$ cat src/rtl/alu_flags_stage.sv
// ALU result/flags pipeline stage: registers the adder sum and updates the {O,S,Z,C} flags.
// The registered carry feeds back to the adder for ADC/SBC chaining.
module alu_flags_stage #(
    parameter int unsigned DATA_W    = 8,
    parameter logic [3:0]  FLAGS_RST = 4'b0000
) (
    input  logic              clk,
    input  logic              rst_n,
    input  logic              Stall,
    input  logic              Flush,
    input  logic              ValidIn,
    input  logic [DATA_W-1:0] AdderOut,
    input  logic              CarryOut,
    input  logic              LHSMsb,
    input  logic              RHSMsb,
    input  logic              FlagWrite,
    input  logic              ZeroChain,
    input  logic              FlagLoad,
    input  logic [3:0]        FlagLoadData,
    output logic [DATA_W-1:0] ResultOut,
    output logic              ResultValid,
    output logic [3:0]        Flags,
    output logic              CarryFlag
);

    localparam int unsigned FLAG_C = 0;
    localparam int unsigned FLAG_Z = 1;
    localparam int unsigned FLAG_S = 2;
    localparam int unsigned FLAG_O = 3;

    logic [DATA_W-1:0] result_q, result_d;
    logic              valid_q,  valid_d;
    logic [3:0]        flags_q,  flags_d;

    logic              cn, sn, zr, zn, on;
    logic [3:0]        alu_flags;

    // Flags produced by the live ALU op; Z may accumulate across bytes.
    always_comb begin
        cn        = CarryOut;
        sn        = AdderOut[DATA_W-1];
        zr        = (AdderOut == '0);
        zn        = ZeroChain ? (flags_q[FLAG_Z] & zr) : zr;
        on        = (LHSMsb == RHSMsb) & (AdderOut[DATA_W-1] != LHSMsb);
        alu_flags = '0;
        alu_flags[FLAG_O] = on;
        alu_flags[FLAG_S] = sn;
        alu_flags[FLAG_Z] = zn;
        alu_flags[FLAG_C] = cn;
    end

    // Next state: stall > flush > flag load > live op > bubble.
    always_comb begin
        result_d = result_q;
        valid_d  = valid_q;
        flags_d  = flags_q;
        if (!Stall) begin
            if (Flush) begin
                valid_d = 1'b0;
            end else if (FlagLoad) begin
                flags_d = FlagLoadData;
                valid_d = ValidIn;
                if (ValidIn) begin
                    result_d = AdderOut;
                end
            end else if (ValidIn) begin
                result_d = AdderOut;
                valid_d  = 1'b1;
                if (FlagWrite) begin
                    flags_d = alu_flags;
                end
            end else begin
                valid_d = 1'b0;
            end
        end
    end

    always_ff @(posedge clk or negedge rst_n) begin
        if (!rst_n) begin
            result_q <= '0;
            valid_q  <= 1'b0;
            flags_q  <= FLAGS_RST;
        end else begin
            result_q <= result_d;
            valid_q  <= valid_d;
            flags_q  <= flags_d;
        end
    end

    assign ResultOut   = result_q;
    assign ResultValid = valid_q;
    assign Flags       = flags_q;
    // Registered carry only: no combinational path from CarryOut back to the adder.
    assign CarryFlag   = flags_q[FLAG_C];

endmodule

$ cat config.mk
export PLATFORM = sky130hd
export DESIGN_NAME = alu_flags_stage
export DESIGN_NICKNAME = d
export VERILOG_FILES = /design/src/rtl/alu_flags_stage.sv
export SDC_FILE = /design/constraint.sdc
export NUM_CORES = 1
export LEC_CHECK = 0
export BUFFER_PORTS_ARGS = -buffer_cell sky130_fd_sc_hd__buf_2
export CORE_MARGIN = 2
export CORE_UTILIZATION = 40
export DETAILED_ROUTE_END_ITERATION = 8
export PLACE_DENSITY = 0.73
export SYNTH_ARGS = -nofsm -noshare
export SYNTH_HDL_FRONTEND = slang
export SYNTH_SLANG_ARGS = --single-unit
$ cat constraint.sdc
create_clock -name clk -period 1.01 [get_ports clk]
set_input_delay 0.202 -clock clk [delete_from_list [all_inputs] [get_ports clk]]
set_output_delay 0.202 -clock clk [all_outputs]
set_load 0.05 [all_outputs]
Word level (Yosys, flattened, before mapping)
Cells that the tools add are included.
{ "word_totals": {"ramBits": 0, "mem_count": 0, "regBits": 13, "inputBits": 23, "out_inout_bits": 14, "mem_bits_ro": 0, "elab_cells": 21, "latchBits": 0} }
{ "op_classes": {"multipliers": 0, "n_lt_le_gt_ge": 0, "addsub": 0, "bitwise_logic": 4, "shift": 0, "n_div": 0, "n_eq_ne": 2, "muxes": 7, "reduce_logical": 5} }
{ "ops": {"columns": ["op", "n"], "rows": [
  ["4-bit 2-to-1 mux", 3],
  ["8-bit logical NOT", 1],
  ["1-bit 2-to-1 mux", 4],
  ["4-bit AND reduction", 1],
  ["2-bit nonzero test", 2],
  ["3-bit AND reduction", 1],
  ["1-bit bitwise AND", 2],
  ["1-bit NOT", 2],
  ["1-bit equality test", 1],
  ["1-bit inequality test", 1]
]} }

Longest topological paths before layout
Gate-level depths: netlist of run 1.
{ "logic_depth": {"depth_word": 6, "depth_mapped": 3} }

Worst setup path before layout of run 1
No wires, ideal clock.
{ "synth_timing": {"path_type": "reg-to-reg", "start": "reg flags_q[1] (netlist: Flags[1])", "end": "reg flags_q[1] (netlist: Flags[1])", "stages_incl_launch_ff": 4, "setup_slack_ps": -132, "setup_ps": 130, "arrival_time_ps": 1012, "period_less_slack_ps": 1142, "cell_sequence": "dfrtp_1 -> nand2b_1 -> a41oi_1 -> mux2i_1"} }
{ "synth_via": {"elab_chain_cells": 5} }
{ "synth_rtl": {"columns": ["element", "line_no", "text"], "rows": [
  ["start: declaration", "33", "logic [3:0] flags_q, flags_d;"],
  ["start signal: assignment", "86", "flags_q <= flags_d;"],
  ["1-bit bitwise AND", "43", "zn = ZeroChain ? (flags_q[FLAG_Z] & zr) : zr;"],
  ["1-bit 2-to-1 mux", "43", null],
  ["4-bit 2-to-1 mux", "69", "if (FlagWrite) begin"],
  ["4-bit 2-to-1 mux", "66", "end else if (ValidIn) begin"],
  ["4-bit 2-to-1 mux", "60", "end else if (FlagLoad) begin"]
]} }
No other way between the ends. The select of a mux whose other input is x is not followed.
A chain may end at the register's enable or synchronous reset.

Final worst setup path of run 1
{ "layout_timing": {"start": "reg flags_q[0] (netlist: Flags[0])", "end": "out CarryFlag"} }
{ "layout_lines": {"columns": ["element", "line_no", "text"], "rows": [
  ["end: declaration", "23", "output logic CarryFlag"]
]} }
No word-level cell between the ends.

==> results.md, run 1 <==
* Worst Setup End Kind: primary output
* CP Max Fanout at 3
* DRT Pass-1 Iters at 3
* Root buffer cell: clkbuf_4
* Mapped Cells at 44
* Die area at ~1900 sq um
* Synth cell count leaders: 13 x dfrtp_1, 12 x mux2_2, 2 x inv_1, 2 x mux2i_1, 2 x nand2b_1
* Setup WS post-layout at -54.7 ps
* Post-Syn Nets at 67
* Final core occ at 68.6%
* LEAKAGE at slightly below 0.5 nW
* Worst skew pair latency at 280 ps
* Post-synthesis cell type count at 18
* Clk buf depth at 2
* Netlist Area Pre-Place at approximately 600 sq um
* Kind of critical path: reg -> out
* Row cnt at 14
* N_diodes at 0
* RSZ-0062 raised after global routing: yes
* Post-synth EDFFs at 0
* WP buf/inv at 1
* Cells after DPL at 100
* Share of post-route cells with drive strength above 1 at a little over two thirds
* Max Slew Vio Count at 0
* Die width at approximately 43 um
* Vias per cell at about 5.0
* Die height at between 40 and 50 um
* #FFs+latches synth at 13
* RePlAce Congestion at 0.703
* Failing checks: setup timing
* Most common cell in the netlist: dfrtp_1
* Tmin final at roughly 1100 ps
* Final Instance Count excl. Fillers at approximately 110
* Via count at between 500 and 600
* Initial antenna violation count at 0
* DRC Markers at 0
* Final Routed Wirelength at 1.43 mm
* Area fraction of the dominant cell type after synthesis at roughly 53%
* Largest net degree at the start of global routing at 14
* CP max stage delay at ~430 ps
* Result of the run: finished with violations
* Synth warn at 0
* Area added between synthesis and finish at 65.4%
* CP delay by family, top: flip-flops
* Core Area at approximately 1500 sq um
* Area leader, netlist: dfrtp_1
* DR WL/cell at between 10 and 15 um
* CTS H-tree depth at 1
* Hold Fails Final Rpt at 0
* Buffers added on ports at 36
* Top post-synthesis cells by area: dfrtp_1 53%, mux2_2 22%, mux2i_1 3.3%
* First-pass GRT wire length at approximately 2.2 mm
* Routed Antenna Nets at 0
* HP Class: in -> reg
* Max-Cap Viols at 0
* Worst Max-Slew Pin Slew at 359 ps
* Initial DRC count at 3
* Max Fclk at roughly 940 MHz
* Max_slew headroom at 75.9%
* CTS tree: done
* Dpl hpwl at about 980 um
* Final Skew at 0 ps
* Tot GR Track Use at between 10% and 20%
* Inserted Clock Buffers at 3
* Synth async-reset ratio at 100%
* Tcrit/Tclk final at 105%
* Avg Synthesized Cell Area at around 14 sq um
* Clock-pin slew on the worst setup and hold paths at approximately 80 ps
* Worst EP arrival at 860 ps
* # nets final at 116
* Slowest cell on the critical path: dfrtp_2
* IO Pins at 37
* Top_reg_cell synth: dfrtp_1
* Final setup viols at 14
* Setup crit start kind: flip-flop
* Critical Path RT at a little over 800 ps
* Register area share after synthesis at 53.3%
* WHS at between 150 and 200 ps
* Vias in the first global route at ~560
* Peak supply drop at approximately 0.0014 V
* Critical-path cell list: buf_6
* Initial Util at 41.5%
* Setup tns final at -414 ps
* Pwr Density at between 1500 and 2000 nW/um^2
* Clock sink total at 13
* GR Overflow Total at 0
[worst reg2reg max path: stages, from the launching register on]
cell and delay [ps]:
dfrtp_2 420, nand2b_1 150, a41oi_2 150, mux2i_1 90
[stage by stage]
step	worst slack [ps]	area (sq um)	power (W)
CTS	-54.9	995	0.00190
global placement	-152	856	0.00139
finish	-54.7	1010	0.00191
global route	-72.7	1010	0.00198
detailed placement	-161	856	0.00140
floorplan	-39.1	613	0.00120
[layout by cell type, fill, tap and decap left out, drive strengths merged]
cell type	synthesis	routed
buf	1	44
mux2i	2	2
a21oi	1	1
dfrtp	13	13
and2	1	1
dlygate4sd3	0	1
nor3	2	2
nor4	1	1
nor3b	2	2
o31ai	1	1
and3b	1	1
nand2b	2	2
inv	2	2
clkbuf	0	4
nor2	1	1
a41oi	1	1
a21o	1	1
mux2	12	12
[routing by layer]
layer  track usage (%)  part of all wire [%]  vias up
li1                  -                     -      260
met1              18.4                    39      252
met2              30.0                    51       23
met3              2.98                   8.5        5
met4              9.09                   2.0        0
met5                 0                     0        -
[report_power, final]
group	leakage (nW)	internal, W	switching [W]	total, W
logic	0.321	0.000371	0.000522	0.000893
clock network	0.0150	0.000153	0.000169	0.000322
registers	0.153	0.000621	0.0000757	0.000697
total	0.489	0.00115	0.000767	0.00191
[layout make-up]
cell class / count / area (sq um)
well taps: 16 / 20.0
repair buffers: 45 / 350
clock buffers: 4 / 26.3
inverters: 2 / 7.51
flip-flops and latches: 13 / 328
fillers: 121 / 462
multi-input cells: 28 / 278
[registers in the layout, indices dropped and copies added (netlist names)]
name / count
ResultOut: 8
Flags: 4
ResultValid: 1
[worst paths after layout]
path                        startpoint      endpoint  slack (ps)  depth (start not counted)
max in group asynchronous        rst_n      Flags[0]         420                          2
max                           Flags[0]     CarryFlag         -50                          1
max reg2reg                   Flags[1]      Flags[1]          70                          3
min                        AdderOut[3]  ResultOut[3]         170                          2
min reg2reg                ResultValid   ResultValid         510                          1
min in group asynchronous        rst_n   ResultValid         350                          2
[cell families after synthesis]
logic type	count (synthesis)	share of synthesized area (%)
and+or+nand+nor	10	13.9
muxes	14	25.4
buffers and inverters	3	2.46
DFF	13	53.3
AOI/OAI and AO/OA	4	4.92
[what timing repair did]
item,CTS,global route
buffers inserted,2,1
hold buffers,1,0
endpoints found under the hold margin,13,0
resized for setup,28,1
setup endpoints to repair,14,15
(Power assumes the default switching activity.)
==> run 2, diff against run 1 <==
--- a/config.mk
+++ b/config.mk
@@ -9,7 +9,8 @@
 export CORE_MARGIN = 2
 export CORE_UTILIZATION = 40
 export DETAILED_ROUTE_END_ITERATION = 8
-export PLACE_DENSITY = 0.73
+export PLACE_DENSITY = 0.75
+export RECOVER_POWER = 25
 export SYNTH_ARGS = -nofsm -noshare
 export SYNTH_HDL_FRONTEND = slang
 export SYNTH_SLANG_ARGS = --single-unit
==> run 2 against run 1 <==
The run still ends with setup timing left. Sequential power hardly changed. Setup slack better by 5.8 ps. Count of clock-buffer cells in the layout stayed put. Sequential cell count stayed put. Non-clock buffer count is 3 lower. Routed wire length is 7.8% lower. Maximum frequency is 0.55% higher. Die area stayed put. Register-to-register slack hardly changed. Final cell count is 2.8% lower.
==> results.md, run 2 (synthesis results as in run 1) <==
* Final setup viols at 14
* Worst Setup End Kind: primary output
* Row cnt at 14
* Post-route cell area at a little under 1000 sq um
* Tmin final at about 1100 ps
* Cells after DPL at 98
* Setup crit start kind: flip-flop
* WP depth at 1
* Inserted Clock Buffers at 3
* WP buf/inv at 1
* Final Instance Count excl. Fillers at around 110
* Routed Antenna Nets at 0
* RePlAce Congestion at around 0.65
* Max Slew Vio Count at 0
* Vias in the first global route at approximately 550
* Clk buf depth at 2
* Result of the run: finished with violations
* Tcrit/Tclk final at 105%
* CTS tree: done
* Clock sink total at 13
* Commonest non-fill, non-tap cell in the layout: buf_2
* Tot GR Track Use at 15.8%
* Die area at 1860 sq um
* GR Overflow Total at 0
* DRC Markers at 0
* Largest net degree at the start of global routing at 14
* IO Pins at 37
* Buffers added on ports at 36
* Worst Max-Slew Pin Slew at slightly above 300 ps
* Final Routed Wirelength at around 1.3 mm
* Via count at between 500 and 600
* Hold Fails Final Rpt at 0
* Peak supply drop at 0.00110 V
* DR WL/cell at 12.5 um
* N_diodes at 0
* RSZ-0062 raised after global routing: yes
* First-pass GRT wire length at 2.23 mm
* DRT Pass-1 Iters at 2
* Initial Util at around two fifths
* CP max stage delay at around 430 ps
* Area added between synthesis and finish at 62.7%
* Worst hold stages at 2
* Placed cell area at between 800 and 900 sq um
* Failing checks: setup timing
* Initial antenna violation count at 0
* Initial DRC count at 3
* Worst EP arrival at 860 ps
* Clock-pin slew on the worst setup and hold paths at roughly 80 ps
* Slowest cell on the critical path: dfrtp_2
* Pwr Density at between 1500 and 2000 nW/um^2
* Vias per cell at between 4 and 5
* Die height at ~43 um
* Root buffer cell: clkbuf_4
* Worst skew pair latency at ~270 ps
* Max Fclk at approximately 940 MHz
* Share of post-route cells with drive strength above 1 at a little over two thirds
* Setup WS post-layout at -48.9 ps
* Die width at around 43 um
* LEAKAGE at 0.475 nW
* HP Class: in -> reg
* Critical-path cell list: buf_6
* Core Area at between 1000 and 1500 sq um
* Reg2reg path depth at 3
* Power Total at around 0.0019 W
* Max-Cap Viols at 0
* Max FFs per register at 8
* Final Skew at 0 ps
* CP delay by family, top: flip-flops
* Commonest cells after routing, fill and taps aside: 21 x buf_2, 14 x buf_6, 12 x mux2_2
* Critical Path RT at ~810 ps
* Max_slew headroom at roughly four fifths
* CTS H-tree depth at 1
* CP Max Fanout at 3
* # nets final at roughly 110
* Kind of critical path: reg -> out
run 2: changes by cell type in the layout (fill, tap and decap cells not counted), sizes merged:
| cell | before | now |
|---|---|---|
| buf | 44 | 40 |
| clkbuf | 4 | 5 |
run 2: layout make-up:
class	count	area (sq um)
clock buffers	4	26.3
fillers	120	478
inverters	2	7.51
multi-input cells	28	284
flip-flops and latches	13	328
well taps	16	20.0
repair buffers	42	328
run 2: path summary, 6_finish.rpt:
check	startpoint	end	slack, ps
setup / recovery	Flags[0]	CarryFlag	-50
hold / removal	AdderOut[5]	ResultOut[5]	180
setup reg to reg	Flags[1]	Flags[1]	60
hold reg to reg	ResultValid	ResultValid	520
max in group asynchronous	rst_n	Flags[1]	410
min in group asynchronous	rst_n	ResultOut[1]	350
run 2: report_power, final:
| group | internal, W | leakage (nW) | switching, W |
|---|---|---|---|
| sequential | 0.000621 | 0.153 | 0.0000736 |
| clock | 0.000153 | 0.0150 | 0.000165 |
| combinational | 0.000362 | 0.306 | 0.000516 |
| total | 0.00114 | 0.475 | 0.000755 |
run 2: routing by layer:
metal  part of all wire (%)  GRT usage, %  vias to the layer above
met5                      0             0                        -
met4                      0          1.82                        0
met3                    7.5          2.98                        0
met2                     50          29.4                       19
met1                     42          19.3                      241
li1                       -             -                      251
run 2: through the flow:
step                util (%)  hold WS [ps]  worst slack, ps  TNS, ps
detailed placement      57.1          99.4             -174    -1840
global route            67.5           163            -80.0     -791
finish                  67.5           180            -48.9     -284
global placement        57.1          99.2             -154    -1580
floorplan                  -         -93.6            -39.1     -316
CTS                     66.1           184            -46.8     -240
run 2: timing repair:
| action | in CTS | in global routing |
|---|---|---|
| endpoints found under the hold margin | 13 | 0 |
| hold buffers | 1 | 0 |
| buffers inserted | 1 | 1 |
| setup endpoints to repair | 14 | 15 |
| resized for setup | 28 | 2 |
==> run 3, diff against run 2 <==
--- a/config.mk
+++ b/config.mk
@@ -7,9 +7,9 @@
 export LEC_CHECK = 0
 export BUFFER_PORTS_ARGS = -buffer_cell sky130_fd_sc_hd__buf_2
 export CORE_MARGIN = 2
-export CORE_UTILIZATION = 40
+export CORE_UTILIZATION = 44
 export DETAILED_ROUTE_END_ITERATION = 8
-export PLACE_DENSITY = 0.75
+export PLACE_DENSITY = 0.81
 export RECOVER_POWER = 25
 export SYNTH_ARGS = -nofsm -noshare
 export SYNTH_HDL_FRONTEND = slang
==> constraint.sdc (replaced) <==
create_clock -name clk -period 1.3 [get_ports clk]
set_input_delay 0.26 -clock clk [delete_from_list [all_inputs] [get_ports clk]]
set_output_delay 0.26 -clock clk [all_outputs]
set_load 0.05 [all_outputs]
==> run 3 against run 2 <==
The flow now finishes without violations. Utilization is 1.1 points lower. Clock power is 27% lower. Sequential power shrank 26%. Worst hold slack better by 60 ps. Critical path type unchanged. Sequential share of layout area increased by 4.6 points. Critical path depth unchanged. Power is 31% lower. Count of clock-buffer cells in the layout is the same. Clock skew stayed put. Die area shrank 8.3%.
==> results.md, run 3 (synthesis results as in run 1) <==
* LEAKAGE at between 0.4 and 0.5 nW
* Routed Antenna Nets at 0
* RePlAce Congestion at roughly 0.82
* Final Routed Wirelength at 1.25 mm
* Reg2reg path depth at 3
* Root buffer cell: clkbuf_4
* Inserted Clock Buffers at 3
* # nets final at 110
* Cts repair resizes at 0
* Area added between synthesis and finish at 41.6%
* Worst Max-Slew Pin Slew at approximately 670 ps
* Tot GR Track Use at roughly 18%
* Post-route cell area at a little under 900 sq um
* Setup tns final at 0 ps
* Setup Buffers After CTS at 0
* GR Overflow Total at 0
* DRT Pass-1 Iters at 2
* Core Area at ~1300 sq um
* Worst Setup End Kind: primary output
* Initial Util at 46.9%
* WP buf/inv at 1
* Row cnt at 13
* Worst skew pair latency at 250 ps
* Slowest cell on the critical path: dfrtp_1
* First-pass GRT wire length at between 1.5 and 2 mm
* IO Pins at 37
* Setup crit start kind: flip-flop
* DR WL/cell at between 10 and 15 um
* CP max stage delay at approximately 360 ps
* CTS H-tree depth at 1
* DRC Markers at 0
* Crit. Startpoint: Flags[1]
* Commonest cells after routing, fill and taps aside: 35 x buf_2, 13 x dfrtp_1, 12 x mux2_2
* Peak supply drop at roughly 0.0013 V
* Placed cell area at 830 sq um
* Vias per cell at 4.90
* RSZ-0062 raised after global routing: no
* Hold Fails Final Rpt at 0
* Global routing usage on met3 at just under 5%
* Tcrit/Tclk final at between 80% and 90%
* Max Slew Vio Count at 0
* Max-Cap Viols at 0
* CP Max Fanout at 3
* Die width at 41.3 um
* GRT met2 Usage at 31.3%
* Initial antenna violation count at 0
* Pwr Density at roughly 1500 nW/um^2
* Largest net degree at the start of global routing at 14
* Die area at 1700 sq um
* Worst EP arrival at roughly 900 ps
* Critical-path cell list: buf_2
* Max Fclk at 866 MHz
* Global-route met1 utilization at roughly a fifth
* Clock sink total at 13
* Max_slew headroom at a little under three fifths
* Buffers added on ports at 36
* Critical Path End: Flags[1]
* Vias in the first global route at ~460
* N_diodes at 0
* Flop2flop setup slack at ~340 ps
* Top Usage Layer GRT: met2
* Result of the run: completed
* Die height at slightly above 40 um
* R2r startpoint: Flags[1]
* Final core occ at about 66%
* Commonest non-fill, non-tap cell in the layout: buf_2
* Via count at around 500
* Final setup viols at 0
* Final Skew at 0 ps
* CTS tree: done
* Critical Path RT at about 1000 ps
* CP delay by family, top: flip-flops
* Tmin final at about 1200 ps
* Dpl hpwl at around 1.1 mm
* Max FFs per register at 8
* Kind of critical path: reg -> out
* Share of post-route cells with drive strength above 1 at roughly 64%
* Initial DRC count at 1
* HP Class: in -> reg
* Clock-pin slew on the worst setup and hold paths at approximately 80 ps
* Min-delay src: AdderOut[4]
* Clk buf depth at 2
* WP depth at 1
* Worst flop-to-flop path endpoint: Flags[1]
run 3: worst register-to-register path, cell delays in order, from the launching register on:
cell      delay [ps]
dfrtp_1          390
nand2b_1         150
a41oi_1          190
mux2i_1          100
run 3: how the worst min path moves through the flow:
stage	cells past startpoint	slack (ps)	to
finish	2	240	ResultOut[4]
CTS	2	240	ResultOut[4]
global route	2	220	ResultOut[4]
detailed placement	1	160	Flags[2]
global placement	1	160	Flags[0]
floorplan	0	-40	Flags[0]
run 3: where the power goes:
part           internal [W]  switching (W)  leakage (nW)  total [W]
clock network      0.000118       0.000115        0.0150   0.000233
logic              0.000161       0.000393         0.261   0.000554
registers          0.000480      0.0000377         0.156   0.000517
total              0.000758       0.000546         0.432    0.00130
run 3: layout make-up:
class,instances,area [sq um]
repair buffers,39,216
inverters,2,7.51
flip-flops and latches,13,325
multi-input cells,28,270
well taps,15,18.8
clock buffers,4,26.3
fillers,115,437
run 3: what timing repair did:
| item | 4_1_cts | 5_1_grt |
|---|---|---|
| hold buffers | 1 | 0 |
| hold endpoints to repair | 13 | 0 |
| setup endpoints to repair | 0 | 0 |
run 3: layer usage:
metal / vias up / wire length [um]
li1: 242 / -
met1: 243 / 466
met2: 10 / 727
met3: 0 / 58
met4: 0 / 0
met5: - / 0
run 3: through the flow:
stage / setup slack (ps) / std cells / hold slack [ps] / power [W]
after detailed placement: 60.2 / 96 / 156 / 0.00108
final: 146 / 101 / 240 / 0.00130
after global placement: 76.2 / 96 / 156 / 0.00107
after global routing: 86.0 / 101 / 221 / 0.00138
after floorplan: 140 / 44 / -35.6 / 0.000929
after CTS: 129 / 101 / 238 / 0.00132
